$ cat src/rtl/action_modifier_pipe_if.sv
// Request/result handshake bundle for action_modifier_pipe.
// The slave side is the modifier; the master side issues requests and consumes results.
interface action_modifier_pipe_if #(
    parameter int ACTION_WIDTH = 32,
    parameter int NUM_FIELDS   = 2
);
    logic                      in_valid;
    logic                      in_ready;
    logic [ACTION_WIDTH-1:0]   action_in;
    logic [ACTION_WIDTH-1:0]   param;
    logic [2*NUM_FIELDS-1:0]   mode;
    logic                      out_valid;
    logic                      out_ready;
    logic [ACTION_WIDTH-1:0]   action_out;
    logic                      changed;

    modport slave (
        input  in_valid, action_in, param, mode, out_ready,
        output in_ready, out_valid, action_out, changed
    );

    modport master (
        output in_valid, action_in, param, mode, out_ready,
        input  in_ready, out_valid, action_out, changed
    );
endinterface

$ cat src/rtl/action_modifier_pipe.sv
// Two-stage action-word modifier: per-field keep/replace/OR/clear merge, change
// detection, and a saturating count of delivered changed results.
`ifndef OPENFLOW_ACTION_WIDTH
`define OPENFLOW_ACTION_WIDTH   256
`define OPENFLOW_IN_PORT_POS    0
`define OPENFLOW_IN_PORT_WIDTH  16
`define OPENFLOW_DL_SRC_POS     16
`define OPENFLOW_DL_SRC_WIDTH   48
`define OPENFLOW_DL_DST_POS     64
`define OPENFLOW_DL_DST_WIDTH   48
`define OPENFLOW_VLAN_ID_POS    112
`define OPENFLOW_VLAN_ID_WIDTH  12
`define OPENFLOW_VLAN_PCP_POS   124
`define OPENFLOW_VLAN_PCP_WIDTH 3
`define OPENFLOW_DL_TYPE_POS    128
`define OPENFLOW_DL_TYPE_WIDTH  16
`define OPENFLOW_NW_SRC_POS     144
`define OPENFLOW_NW_SRC_WIDTH   32
`define OPENFLOW_NW_DST_POS     176
`define OPENFLOW_NW_DST_WIDTH   32
`define OPENFLOW_NW_PROTO_POS   208
`define OPENFLOW_NW_PROTO_WIDTH 8
`define OPENFLOW_TP_SRC_POS     216
`define OPENFLOW_TP_SRC_WIDTH   16
`define OPENFLOW_TP_DST_POS     232
`define OPENFLOW_TP_DST_WIDTH   16
`endif

module action_modifier_pipe #(
    parameter int ACTION_WIDTH = `OPENFLOW_ACTION_WIDTH,
    parameter int NUM_FIELDS   = 11,
    parameter logic [NUM_FIELDS*16-1:0] FIELD_POS = {
        16'(`OPENFLOW_TP_DST_POS),   16'(`OPENFLOW_TP_SRC_POS),
        16'(`OPENFLOW_NW_PROTO_POS), 16'(`OPENFLOW_NW_DST_POS),
        16'(`OPENFLOW_NW_SRC_POS),   16'(`OPENFLOW_DL_TYPE_POS),
        16'(`OPENFLOW_VLAN_PCP_POS), 16'(`OPENFLOW_VLAN_ID_POS),
        16'(`OPENFLOW_DL_DST_POS),   16'(`OPENFLOW_DL_SRC_POS),
        16'(`OPENFLOW_IN_PORT_POS)},
    parameter logic [NUM_FIELDS*16-1:0] FIELD_WIDTH = {
        16'(`OPENFLOW_TP_DST_WIDTH),   16'(`OPENFLOW_TP_SRC_WIDTH),
        16'(`OPENFLOW_NW_PROTO_WIDTH), 16'(`OPENFLOW_NW_DST_WIDTH),
        16'(`OPENFLOW_NW_SRC_WIDTH),   16'(`OPENFLOW_DL_TYPE_WIDTH),
        16'(`OPENFLOW_VLAN_PCP_WIDTH), 16'(`OPENFLOW_VLAN_ID_WIDTH),
        16'(`OPENFLOW_DL_DST_WIDTH),   16'(`OPENFLOW_DL_SRC_WIDTH),
        16'(`OPENFLOW_IN_PORT_WIDTH)},
    parameter int COUNT_WIDTH  = 32
) (
    input  logic                   clk,
    input  logic                   reset,
    action_modifier_pipe_if.slave  bus,
    input  logic                   clear_count,
    output logic [COUNT_WIDTH-1:0] mod_count
);

    logic [ACTION_WIDTH-1:0] merged_s;
    logic                    s1_adv_s;
    logic                    s2_adv_s;
    logic                    s1_valid_r;
    logic [ACTION_WIDTH-1:0] s1_merged_r;
    logic [ACTION_WIDTH-1:0] s1_orig_r;
    logic                    out_valid_r;
    logic [ACTION_WIDTH-1:0] action_out_r;
    logic                    changed_r;
    logic [COUNT_WIDTH-1:0]  mod_count_r;

    // Per-bit op select: scanning fields upward lets the highest non-keep field win overlaps.
    always_comb begin : merge_comb
        logic [1:0] op_v;
        int         pos_v;
        int         wid_v;
        merged_s = bus.action_in;
        op_v     = 2'b00;
        pos_v    = 32'sd0;
        wid_v    = 32'sd0;
        for (int b = 0; b < ACTION_WIDTH; b++) begin
            op_v = 2'b00;
            for (int i = 0; i < NUM_FIELDS; i++) begin
                pos_v = int'(FIELD_POS[16*i +: 16]);
                wid_v = int'(FIELD_WIDTH[16*i +: 16]);
                op_v  = ((wid_v != 32'sd0) && (b >= pos_v) && (b < pos_v + wid_v) &&
                         (bus.mode[2*i +: 2] != 2'b00)) ? bus.mode[2*i +: 2] : op_v;
            end
            case (op_v)
                2'b01:   merged_s[b] = bus.param[b];
                2'b10:   merged_s[b] = bus.action_in[b] | bus.param[b];
                2'b11:   merged_s[b] = bus.action_in[b] & ~bus.param[b];
                default: merged_s[b] = bus.action_in[b];
            endcase
        end
    end

    assign s2_adv_s     = !out_valid_r || bus.out_ready;
    assign s1_adv_s     = !s1_valid_r || s2_adv_s;
    assign bus.in_ready = s1_adv_s && !reset;

    // Pipeline stages: S1 holds merged + original word, S2 holds the result and change flag.
    always_ff @(posedge clk) begin
        if (reset) begin
            s1_valid_r   <= 1'b0;
            s1_merged_r  <= '0;
            s1_orig_r    <= '0;
            out_valid_r  <= 1'b0;
            action_out_r <= '0;
            changed_r    <= 1'b0;
        end else begin
            if (s1_adv_s) begin
                s1_valid_r <= bus.in_valid;
                if (bus.in_valid) begin
                    s1_merged_r <= merged_s;
                    s1_orig_r   <= bus.action_in;
                end
            end
            if (s2_adv_s) begin
                out_valid_r <= s1_valid_r;
                if (s1_valid_r) begin
                    action_out_r <= s1_merged_r;
                    changed_r    <= (s1_merged_r != s1_orig_r);
                end
            end
        end
    end

    // Saturating count of delivered changed results; clear wins over increment.
    always_ff @(posedge clk) begin
        if (reset) begin
            mod_count_r <= '0;
        end else if (clear_count) begin
            mod_count_r <= '0;
        end else if (out_valid_r && bus.out_ready && changed_r &&
                     (mod_count_r != {COUNT_WIDTH{1'b1}})) begin
            mod_count_r <= mod_count_r + COUNT_WIDTH'(1);
        end
    end

    assign bus.out_valid  = out_valid_r;
    assign bus.action_out = action_out_r;
    assign bus.changed    = changed_r;
    assign mod_count      = mod_count_r;

endmodule

$ cat src/flat_wrapper.sv
// flat-port wrapper written by rule: the top's interface ports become plain ports
module action_modifier_pipe_flat 
#(
    parameter int ACTION_WIDTH = `OPENFLOW_ACTION_WIDTH,
    parameter int NUM_FIELDS   = 11,
    parameter logic [NUM_FIELDS*16-1:0] FIELD_POS = {
        16'(`OPENFLOW_TP_DST_POS),   16'(`OPENFLOW_TP_SRC_POS),
        16'(`OPENFLOW_NW_PROTO_POS), 16'(`OPENFLOW_NW_DST_POS),
        16'(`OPENFLOW_NW_SRC_POS),   16'(`OPENFLOW_DL_TYPE_POS),
        16'(`OPENFLOW_VLAN_PCP_POS), 16'(`OPENFLOW_VLAN_ID_POS),
        16'(`OPENFLOW_DL_DST_POS),   16'(`OPENFLOW_DL_SRC_POS),
        16'(`OPENFLOW_IN_PORT_POS)},
    parameter logic [NUM_FIELDS*16-1:0] FIELD_WIDTH = {
        16'(`OPENFLOW_TP_DST_WIDTH),   16'(`OPENFLOW_TP_SRC_WIDTH),
        16'(`OPENFLOW_NW_PROTO_WIDTH), 16'(`OPENFLOW_NW_DST_WIDTH),
        16'(`OPENFLOW_NW_SRC_WIDTH),   16'(`OPENFLOW_DL_TYPE_WIDTH),
        16'(`OPENFLOW_VLAN_PCP_WIDTH), 16'(`OPENFLOW_VLAN_ID_WIDTH),
        16'(`OPENFLOW_DL_DST_WIDTH),   16'(`OPENFLOW_DL_SRC_WIDTH),
        16'(`OPENFLOW_IN_PORT_WIDTH)},
    parameter int COUNT_WIDTH  = 32
)
  (clk, reset, clear_count, mod_count, bus_in_valid, bus_action_in, bus_param, bus_mode, bus_out_ready, bus_in_ready, bus_out_valid, bus_action_out, bus_changed);
  action_modifier_pipe_if #(.ACTION_WIDTH(ACTION_WIDTH), .NUM_FIELDS(NUM_FIELDS)) bus_i ();
  input  logic clk;
  input  logic reset;
  input  logic clear_count;
  output logic [COUNT_WIDTH-1:0] mod_count;
  input wire logic [$bits(bus_i.in_valid)-1:0] bus_in_valid;
  input wire logic [$bits(bus_i.action_in)-1:0] bus_action_in;
  input wire logic [$bits(bus_i.param)-1:0] bus_param;
  input wire logic [$bits(bus_i.mode)-1:0] bus_mode;
  input wire logic [$bits(bus_i.out_ready)-1:0] bus_out_ready;
  output wire logic [$bits(bus_i.in_ready)-1:0] bus_in_ready;
  output wire logic [$bits(bus_i.out_valid)-1:0] bus_out_valid;
  output wire logic [$bits(bus_i.action_out)-1:0] bus_action_out;
  output wire logic [$bits(bus_i.changed)-1:0] bus_changed;
  assign bus_i.in_valid = bus_in_valid;
  assign bus_i.action_in = bus_action_in;
  assign bus_i.param = bus_param;
  assign bus_i.mode = bus_mode;
  assign bus_i.out_ready = bus_out_ready;
  assign bus_in_ready = bus_i.in_ready;
  assign bus_out_valid = bus_i.out_valid;
  assign bus_action_out = bus_i.action_out;
  assign bus_changed = bus_i.changed;
  action_modifier_pipe #(.ACTION_WIDTH(ACTION_WIDTH), .NUM_FIELDS(NUM_FIELDS), .FIELD_POS(FIELD_POS), .FIELD_WIDTH(FIELD_WIDTH), .COUNT_WIDTH(COUNT_WIDTH)) u_core (.clk(clk), .reset(reset), .bus(bus_i), .clear_count(clear_count), .mod_count(mod_count));
endmodule
$ cat config.mk
export PLATFORM = sky130hd
export DESIGN_NAME = action_modifier_pipe_flat
export DESIGN_NICKNAME = d
export VERILOG_FILES = /design/src/rtl/action_modifier_pipe_if.sv /design/src/rtl/action_modifier_pipe.sv /design/src/flat_wrapper.sv
export SDC_FILE = /design/constraint.sdc
export NUM_CORES = 2
export LEC_CHECK = 0
export CAP_MARGIN = 25
export CORE_AREA = 2 2 322 324
export CTS_CLUSTER_SIZE = 16
export DETAILED_ROUTE_END_ITERATION = 7
export DIE_AREA = 0 0 324 326
export MAX_ROUTING_LAYER = met4
export PLACE_DENSITY = 0.68
export SLEW_MARGIN = 20
export SYNTH_ARGS = -nofsm -noshare
export SYNTH_HDL_FRONTEND = slang
export SYNTH_SLANG_ARGS = --single-unit
$ cat constraint.sdc
create_clock -name clk -period 2.4 [get_ports clk]
set_clock_uncertainty 0.1 [all_clocks]
set_input_delay 0.48 -clock clk [delete_from_list [all_inputs] [get_ports clk]]
set_output_delay 0.48 -clock clk [all_outputs]
set_load 0.02 [all_outputs]
======== Word-level counts from Yosys, hierarchy flattened ========
Cells that the tools add are included.
storage, ports and cells
  bits in registers ....................... 803
  input bits .............................. 539
  output and inout bits ................... 291
cells by class
  add/sub/neg operators ................... 1
  eq/ne operators ......................... 35
  multiplexer cells ....................... 258
  bitwise gates (word level) .............. 741
  reduce and logical (&&, ||, !) cells .... 23
operators by type and width
  operator                                                         count
  1-bit one-hot mux with 3 select lines                            247
  256-bit inequality test                                          1
  1-bit bitwise AND                                                247
  1-bit inverter                                                   247
  1-bit OR                                                         247
  2-bit == test, second input constant                             22
  32-bit by 1-bit adder with 32-bit output, second input constant  1
  32-bit inequality test, second input constant                    1
  2-bit by 1-bit == test with 1-bit output, second input constant  11
  2-bit 2-to-1 mux                                                 11
  2-bit nonzero test                                               11
  1-bit logical AND                                                4
  2-bit AND reduction                                              2
  1-bit logical NOT                                                3
  1-bit logical OR                                                 2
  2-bit OR reduction                                               1

======== Depth between registers and ports, before layout ========
  depth in word-level cells ............... 4
  depth in mapped cells ................... 9
  gate-level depth less buffers ........... 7

======== Least setup slack after synthesis ========
Ideal clock, no wire load.
  path type ............................... register -> register
  start ................................... register u_core.mod_count_r[3], in the netlist u_core.mod_count[3]
  end ..................................... register u_core.mod_count_r[26], in the netlist u_core.mod_count[26]
  arrival ................................. 1.881 ns
  required time ........................... 2.176 ns
  setup slack ............................. 0.294 ns
  stages on the path, launching flop included .. 7
  path buffers ............................ 0
  clock period less this slack ............ 2.106 ns
  path through ............................ dfxtp_1 -> nand4_4 -> or3_4 -> a2111oi_4 -> nand4_1 -> xor2_1 -> nor2_1
on the way
  word-level cells in the longest chain between the ends .. 2
ends and longest elaborated chain
  item                                                                                              RTL line                     source
  start: declaration                                                                                action_modifier_pipe.sv:64   logic [COUNT_WIDTH-1:0] mod_count_r;
  start signal: assignment                                                                          action_modifier_pipe.sv:131  mod_count_r <= mod_count_r + COUNT_WIDTH'(1);
  parallel branches: the longest is 2 deep, another holds 32-bit by 1-bit adder with 32-bit output  -
Several ways; the timed one is not identified.
A chain may end at the register's enable or synchronous reset.

======== Worst setup path after layout ========
  start ................................... register u_core.action_out_r[29], in the netlist u_core.bus.action_out[29]
  end ..................................... output port bus_action_out[29]
RTL lines
  item                      RTL line                     source
  start: declaration        action_modifier_pipe.sv:62   logic [ACTION_WIDTH-1:0] action_out_r;
  start signal: assignment  action_modifier_pipe.sv:116  action_out_r <= s1_merged_r;
  end: declaration          flat_wrapper.sv:35           output wire logic [$bits(bus_i.action_out)-1:0] bus_action_out;
No word-level cell between the ends.

==> out/results.ini <==
[grt]
gr-total-overflow=0
antenna_found_initial=52
grt.busiest_layer=met2
grt_pass1_wl_mm=220
gr-usage-met1_pct=35.4
grt.met2_usage_pct=47.4
grt_pass1_vias=32500
use_met3_pct=6.20
grt_max_degree=202
grt.total_usage_pct=29.3

[logic_synthesis]
yosys_warnings=0
syn_area_um2=33500
synth_edf_count=0
synth_cells=4406
syn_avg_cell_area_um2=7.61
yosysSeqAreaShare_pct=47.4
synth_top_flop_cell=dfxtp_1
ys_async_sr_fraction_pct=0
ys_ff_latch=794
synth.distinct_cells=36
syn_nets=4946

[timing]
fmax_ghz=0.423
worst_pin_slew_ns=1.12
fin_tns_setup_ns=0
setup_viol=0
max_slew_margin_pct=25.3
fin_crit_sh_pct=98.5
post-route-min-period_ns=2.36
hold_violations=0
rsz0062_at_grt=no
hold_slack_ns=0.164
drv_slew=0
setup_slack_ns=0.0358

[route]
dr.pass1.iters=6
drtIter0Drc=2806
routed_wl_mm=156
vias=34900
viasPerCell=5.16
antenna_left=0
wl_per_cell_um=23.1
drc=0

[place]
dpl.hpwl_mm=121
place_congestion=0.928
dp.cells=6541
place_ws_ns=-0.229
io_buffers=820

[setup_path]
cp.arrival_ns=1.78
critPathMaxStageDelay_ns=0.77
cp_cell_sequence=clkdlybuf4s50_1
cp_num_buf_inv=1
cp-start-kind=flop
crit_fanout=2
crit_required_ns=1.82
end_kind=output pin
cp_top_family=buffers and inverters
slowest_stage=clkdlybuf4s50_1
path_class=reg -> out

[hold_path]
hp-class=in -> reg

[finish]
final_common_cell=nand2_1
nets=5793
instances_no_fill=6760
drive_gt1_share_pct=8.77
synthToLayoutAreaGrowth_pct=44.4
final_cell_mix=1042 x nand2_1, 795 x clkdlybuf4s50_1, 794 x dfxtp_1

[power_and_ir_drop]
total_power_mw=34.4
p_per_area_nw_per_um2=711
vdd_ir_drop_max_v=0.000508
leakage_nw=17.9

[clocking]
cts_root_buf=clkbuf_16
cts_sinks=794
clkLatencyLatePin_ns=0.68
cts_tree=done
holdBufCountCts=0
cts_setup_buffers=0
cts-buffers-inserted=89
clk_path_buf_depth=3
htree_num_levels=3
clkTransAtPathRegs_ns=0.06

[run]
max-cap-violations=0

[floorplan]
die-width_um=324
placement_rows=118
core-area_um2=103000
ioPinCount=830
start_util_pct=32.7
die_y_um=326
dieArea_um2=106000

[run_status]
outcome=complete, no violations

worst paths after layout:
path | start | to | slack (ns) | cells past startpoint
max reg2reg | u_core.s1_merged_r[215] | u_core.bus.changed | 0.07 | 7
min | reset | u_core.s1_orig_r[4] | 0.16 | 3
max | u_core.bus.action_out[29] | bus_action_out[29] | 0.04 | 1
min reg2reg | u_core.bus.action_out[101] | u_core.bus.action_out[101] | 0.35 | 2
worst min-delay path: cells and delay by family:
kind | cells | cell delay [ns]
buffers and inverters | 2 | 0.34
AOI/OAI and AO/OA | 1 | 0.04
cell families (layout without fill, tap and decap cells):
logic type,count (synthesis),in the layout,share of synthesized area [%]
compound gates,1271,1271,21.0
buf+inv,346,1264,3.98
other cells,0,56,0
simple gates,1715,1715,20.3
flops,794,794,47.4
xor+xnor,279,279,7.29
fa+ha+maj,1,1,0.0373
cell usage after synthesis, types with 2 or more instances:
| master | number | area share [%] |
|---|---|---|
| nand2_1 | 1043 | 12 |
| clkbuf_1 | 276 | 3.1 |
| inv_1 | 21 | 0.24 |
| xor2_1 | 82 | 2.1 |
| buf_1 | 24 | 0.27 |
| nand3_1 | 12 | 0.18 |
| and4_1 | 3 | 0.078 |
| nor2b_1 | 2 | 0.037 |
| nand4_1 | 63 | 1.2 |
| and3_1 | 3 | 0.056 |
| buf_2 | 24 | 0.36 |
| a21oi_1 | 763 | 11 |
| o2bb2ai_1 | 3 | 0.078 |
| dfxtp_1 | 794 | 47 |
| nor3_1 | 12 | 0.18 |
| and4_2 | 2 | 0.060 |
| a22oi_1 | 247 | 5.5 |
| xnor2_1 | 197 | 5.1 |
| o22ai_1 | 3 | 0.056 |
| and2_1 | 2 | 0.037 |
| nor2_1 | 532 | 6.0 |
| o21ai_0 | 249 | 3.7 |
| a22o_1 | 2 | 0.052 |
| nor4_1 | 35 | 0.65 |
metal layers:
metal  vias to the layer above  part of all wire [%]
li1                      16600                     -
met1                     16700                    41
met2                      1326                    48
met3                       225                   7.7
met4                         0                   3.5
met5                         -                     0
registers in the layout, indices dropped and copies added, names as in the netlist:
| signal | flops |
|---|---|
| u_core.mod_count | 32 |
| u_core.s1_merged_r | 256 |
| u_core.bus.out_valid | 1 |
| u_core.bus.changed | 1 |
| u_core.s1_valid_r | 1 |
| u_core.s1_orig_r | 247 |
| u_core.bus.action_out | 256 |
layout make-up:
type                       instances  area [um2]
timing repair buffer            1081       10900
antenna                           56         140
tap                             1380        1730
multi-input combinational       3266       16600
sequential                       794       15900
clock inverter                    41         449
clock buffer                     121        2540
fill                           10100       54200
inverter                          21        78.8
power by group:
part | switching (mW) | total, mW | internal (mW)
sequential | 0.538 | 14.4 | 13.8
combinational | 3.35 | 5.97 | 2.62
clock | 5.90 | 14.1 | 8.19
total | 9.79 | 34.4 | 24.6
stage by stage:
step                area, um2  util, %
global placement        45000     43.9
floorplan               33500        -
finish                  48400     47.2
global route            48400     47.2
detailed placement      45000     43.9
CTS                     48100     46.9
what timing repair did:
item,CTS,global route
pin swaps,6,7
cloned,0,0
resized for setup,35,20
setup endpoints to repair,17,6
Note: power is estimated with default switching activity, not from simulation.
